### config.mk
export PLATFORM = sky130hd
export DESIGN_NAME = ic_order_gen
export DESIGN_NICKNAME = d
export VERILOG_FILES = /design/src/rtl/ic_order_gen.sv
export SDC_FILE = /design/constraint.sdc
export NUM_CORES = 1
export LEC_CHECK = 0
export CAP_MARGIN = 20
export CORE_UTILIZATION = 48
export DETAILED_ROUTE_END_ITERATION = 10
export HOLD_SLACK_MARGIN = 0.1
export MAX_ROUTING_LAYER = met4
export PLACE_DENSITY = 0.93
export SKIP_LAST_GASP = 1
export SYNTH_ARGS = -nofsm -noshare
export SYNTH_HDL_FRONTEND = slang
export SYNTH_SLANG_ARGS = --single-unit
export TNS_END_PERCENT = 50
### constraint.sdc
create_clock -name clk -period 4.8 [get_ports clk]
set_clock_uncertainty 0.15 [all_clocks]
set_input_delay 0.48 -clock clk [delete_from_list [all_inputs] [get_ports clk]]
set_output_delay 0.48 -clock clk [all_outputs]
set_load 0.005 [all_outputs]
### src/rtl/ic_order_gen.sv
// ic_order_gen: consumer side of the Ichimoku signal pair. Confirms buy/sell
// samples over CONFIRM consecutive strobes, tracks a long/flat position and
// issues single-lot orders over a valid/ready handshake.
// Optional feature macro: IC_ORDER_TIMEOUT_EN (abandon an order after TIMEOUT
// cycles without order_ready).
module ic_order_gen #(
  parameter int unsigned CONFIRM  = 3,
  parameter int unsigned COOLDOWN = 4,
  parameter logic [15:0] QTY      = 16'd100,
  parameter int unsigned TIMEOUT  = 16
) (
  input  logic        clk,
  input  logic        rst,
  input  logic        sig_valid,
  input  logic        sig_out1,
  input  logic        sig_out2,
  input  logic [31:0] price,
  input  logic        order_ready,
  output logic        order_valid,
  output logic        order_side,
  output logic [15:0] order_qty,
  output logic [31:0] order_price,
  output logic        long_pos,
  output logic [7:0]  err_cnt
);

  typedef enum logic [2:0] {StFlat, StLong, StPendBuy, StPendSell, StCool} state_e;

  localparam logic [1:0] CodeBuy  = 2'b10;
  localparam logic [1:0] CodeSell = 2'b00;
  localparam logic [1:0] CodeHold = 2'b01;
  localparam logic [1:0] CodeIll  = 2'b11;

  localparam logic [3:0] ConfirmW  = CONFIRM[3:0];
  localparam logic [7:0] CooldownW = COOLDOWN[7:0];

  state_e      r_state, w_state_nxt;
  logic [3:0]  r_cnt, w_cnt_nxt;
  logic [7:0]  r_cool, w_cool_nxt;
  logic [1:0]  r_last, w_last_nxt;
  logic        r_side, w_side_nxt;
  logic [31:0] r_price, w_price_nxt;
  logic        r_long, w_long_nxt;
  logic [7:0]  r_err, w_err_nxt;

  logic [1:0]  w_code;
  logic        w_actionable;
  logic [3:0]  w_cnt_inc;
  state_e      w_rest_state;

`ifdef IC_ORDER_TIMEOUT_EN
  localparam int unsigned TmoLastI = TIMEOUT - 1;
  localparam logic [15:0] TmoLast  = TmoLastI[15:0];
  logic [15:0] r_wait, w_wait_nxt;
`endif

  assign w_code       = {sig_out1, sig_out2};
  assign w_actionable = ((r_state == StFlat) && (w_code == CodeBuy)) ||
                        ((r_state == StLong) && (w_code == CodeSell));
  // A candidate different from the last one restarts the run at 1.
  assign w_cnt_inc    = (w_code == r_last) ? (r_cnt + 4'd1) : 4'd1;
  assign w_rest_state = r_long ? StLong : StFlat;

  // Next-state logic for the order FSM and all datapath registers.
  always_comb begin
    w_state_nxt = r_state;
    w_cnt_nxt   = r_cnt;
    w_cool_nxt  = r_cool;
    w_last_nxt  = r_last;
    w_side_nxt  = r_side;
    w_price_nxt = r_price;
    w_long_nxt  = r_long;
    w_err_nxt   = r_err;
`ifdef IC_ORDER_TIMEOUT_EN
    w_wait_nxt  = '0;
`endif
    unique case (r_state)
      StFlat, StLong: begin
        if (sig_valid) begin
          if ((w_code == CodeIll) && (r_err != 8'hFF)) begin
            w_err_nxt = r_err + 8'd1;
          end
          if (w_actionable) begin
            w_last_nxt = w_code;
            if (w_cnt_inc == ConfirmW) begin
              w_cnt_nxt   = '0;
              w_side_nxt  = (r_state == StFlat);
              w_price_nxt = price;
              w_state_nxt = (r_state == StFlat) ? StPendBuy : StPendSell;
            end else begin
              w_cnt_nxt = w_cnt_inc;
            end
          end else begin
            // HOLD, illegal, or a non-actionable direction breaks the run.
            w_cnt_nxt = '0;
          end
        end
      end
      StPendBuy, StPendSell: begin
`ifdef IC_ORDER_TIMEOUT_EN
        w_wait_nxt = r_wait + 16'd1;
`endif
        if (order_ready) begin
          w_long_nxt  = (r_state == StPendBuy);
          w_state_nxt = StCool;
          w_cool_nxt  = CooldownW;
        end
`ifdef IC_ORDER_TIMEOUT_EN
        else if (r_wait == TmoLast) begin
          w_state_nxt = w_rest_state;
        end
`endif
      end
      StCool: begin
        if (r_cool == 8'd0) begin
          w_state_nxt = w_rest_state;
        end else begin
          w_cool_nxt = r_cool - 8'd1;
        end
      end
      default: w_state_nxt = StFlat;
    endcase
  end

  // State and datapath registers.
  always_ff @(posedge clk or posedge rst) begin
    if (rst) begin
      r_state <= StFlat;
      r_cnt   <= '0;
      r_cool  <= '0;
      r_last  <= CodeHold;
      r_side  <= 1'b0;
      r_price <= '0;
      r_long  <= 1'b0;
      r_err   <= '0;
    end else begin
      r_state <= w_state_nxt;
      r_cnt   <= w_cnt_nxt;
      r_cool  <= w_cool_nxt;
      r_last  <= w_last_nxt;
      r_side  <= w_side_nxt;
      r_price <= w_price_nxt;
      r_long  <= w_long_nxt;
      r_err   <= w_err_nxt;
    end
  end

`ifdef IC_ORDER_TIMEOUT_EN
  // Cycles spent waiting for order_ready in the current pending order.
  always_ff @(posedge clk or posedge rst) begin
    if (rst) begin
      r_wait <= '0;
    end else begin
      r_wait <= w_wait_nxt;
    end
  end
`endif

  // Outputs come straight from state so reset clears them asynchronously.
  always_comb begin
    order_valid = (r_state == StPendBuy) || (r_state == StPendSell);
    order_side  = r_side;
    order_qty   = order_valid ? QTY : 16'd0;
    order_price = r_price;
    long_pos    = r_long;
    err_cnt     = r_err;
  end

endmodule

==> impl_metrics.toml <==
[final_layout]
syn_to_final_growth_pct = 36.6
fin_nets = 361
num_antenna_cells = 0
drive_gt1_frac = 0.0957

[drt]
drc = 0
via_count = 2048
top_layer = "met4"
drtAntennaViolNets = 0
routed_wl_um = 6010
firstDrtPassIters = 4
wl_met2_um = 2960
drt-met1-wl_um = 2590
vias_per_cell = 5.17
wl_met3_um = 361
first_iter_violations = 116
wl_per_cell_um = 15.2

[cts]
cts_tree = "built"
path_clk_slew_ns = 0.06
cts_buffer_depth = 2
post-cts-setup-buffer-count = 0
h-tree-depth = 3
cts-hold-fix-buffers = 0
cts-root-buf = "clkbuf_8"
cts_buffers = 9
clk_latency_ns = 0.33
cts_num_sinks = 59
cts_resized = 0

[die]
io_pins = 97
dieHeight_um = 77.8
rows = 27
core_mm2 = 0.00551
start_util = 0.500
fp.dieW_um = 77.8
die-area_mm2 = 0.00605

[critical_path]
start_kind = "input port"
crit_path_end_kind = "register"
cp_max_fo = 18
worstSetupPathType = "input port to register"
critical_path_arrival_ns = 2.74
cp.required_ns = 4.86

[synth]
syn_area_per_cell_um2 = 11.8
netlist_instances = 233
synth_edf_count = 0
ys_seq_area_frac = 0.536
synthArstFlopShare = 1.00
ys_seq_elements = 59
synthTopCellsByCount = "dfrtp_1, mux2_1, nand2_1"
synth-main-ff-cell = "dfrtp_1"
yosysWarnings = 0
synthTopCellsByArea = "dfrtp_1, mux2_1, buf_4"
synth_most_common_cell = "dfrtp_1"
synth_top_cell_by_area = "dfrtp_1"
synth_cell_type_count = 43
netlist_area_mm2 = 0.00276
synth_top_cell_area_share = 0.527

[sta]
setup_tns_ns = 0
rsz0062_at_grt = "false"
maxSlewViolCount = 0
worst_pin_slew_ns = 0.884
period_minus_slack_ns = 2.68
setup_viol_count_final = 0
relSlewSlack = 0.402
timing.fmax_mhz = 373
min_period_over_period = 0.559
finalHoldViolations = 0

[global_routing]
grt_first_pass_wirelength_um = 9980
antenna_found_initial = 0
grt_use_total = 0.225
grt_pass1_vias = 2059
grt_max_degree = 60
grt_overflow_total = 0

[power_and_ir_drop]
power_mw = 1.67
p_leak_nw = 1.72
peakVddDrop_mv = 0.321
power_density_mw_per_mm2 = 444

[min_path]
min_path_type = "register to register"

[job]
max_cap_viol_count = 0

[place]
hpwlAfterDp_um = 4390
finalWeightedCongestion = 0.771
port_buffers = 83

[run_status]
status = "finished, final reports clean"
path summary, 6_finish.rpt:
path                                 from         endpoint  slack, ns  depth (start not counted)
hold reg to reg            order_price[2]   order_price[2]       0.34                          1
hold / removal             order_price[2]   order_price[2]       0.34                          1
min in group asynchronous             rst  order_price[24]       0.54                          3
setup reg to reg               r_state[2]  order_price[26]       2.27                          5
setup / recovery                 sig_out2  order_price[26]       2.12                          6
max in group asynchronous             rst       err_cnt[7]       3.49                          3
final cells by class:
class                           count  area (um^2)
Fill cell                         398         1740
Sequential cell                    59         1480
Multi-Input combinational cell    157         1130
Timing Repair Buffer               86          853
Clock buffer                       11          141
Tap cell                           72         90.1
Clock inverter                      5         52.6
Inverter                            6         22.5
layout by cell type (no fill, tap or decap), types with 2 or more instances in the layout:
| master | instances |
|---|---|
| xor2_1 | 4 |
| nor2_1 | 11 |
| o211ai_1 | 2 |
| nor4b_1 | 2 |
| mux2i_1 | 4 |
| clkdlybuf4s50_1 | 83 |
| nand2_1 | 23 |
| nor3_1 | 3 |
| a21o_1 | 2 |
| clkbuf_8 | 10 |
| mux2_1 | 28 |
| nand2b_1 | 5 |
| o21ai_0 | 4 |
| conb_1 | 13 |
| inv_1 | 5 |
| nand4_1 | 3 |
| or4_1 | 2 |
| mux2_2 | 7 |
| nand3_1 | 8 |
| dfrtp_1 | 58 |
| clkinv_2 | 3 |
| ha_1 | 4 |
| and2_1 | 3 |
| o31ai_1 | 3 |
| buf_4 | 3 |
| xnor2_1 | 3 |
| a21oi_1 | 7 |
cell families (layout without fill, tap and decap cells):
kind of cell,count (synthesis),after routing,share of synthesized area
simple gates,72,72,0.142
flops,59,59,0.536
mux,39,39,0.158
buf+inv,29,108,0.0708
compound gates,22,22,0.0518
xor+xnor,7,7,0.0223
fa+ha+maj,4,4,0.0182
other cells,1,13,0.00136
critical path, cell delays in order:
cell	delay, ns
clkdlybuf4s50_1	0.48
or4b_4	0.55
nor4_4	0.39
and2b_1	0.20
buf_4	0.26
mux2_1	0.38
report_power, final:
part	leakage (nW)	internal (mW)	switching, mW
Sequential	0.751	0.633	0.117
Combinational	0.873	0.303	0.184
Clock	0.0991	0.251	0.184
routing by layer:
metal | global-route usage | up-vias
met1 | 0.272 | 996
met4 | 0.0906 | 0
met3 | 0.0635 | 10
li1 | - | 962
met2 | 0.357 | 80
met5 | - | -
flip-flops by register name, indices dropped and copies added (netlist names):
name,count
order_price,32
long_pos,1
r_cool,8
r_state,3
err_cnt,8
r_cnt,4
r_last,2
order_side,1
through the flow:
step                      instances  hold WS (ns)  worst slack, ns   util  instance area, um^2
after floorplan                 245         0.318             2.45      -                 2800
after global placement          380         0.317             1.88  0.648                 3570
after detailed placement        380         0.326             1.76  0.648                 3570
after CTS                       396         0.340             2.10  0.684                 3760
after global routing            396         0.364             2.02  0.684                 3760
final                           396         0.337             2.12  0.684                 3760
Power figures use the tool's default switching activity.
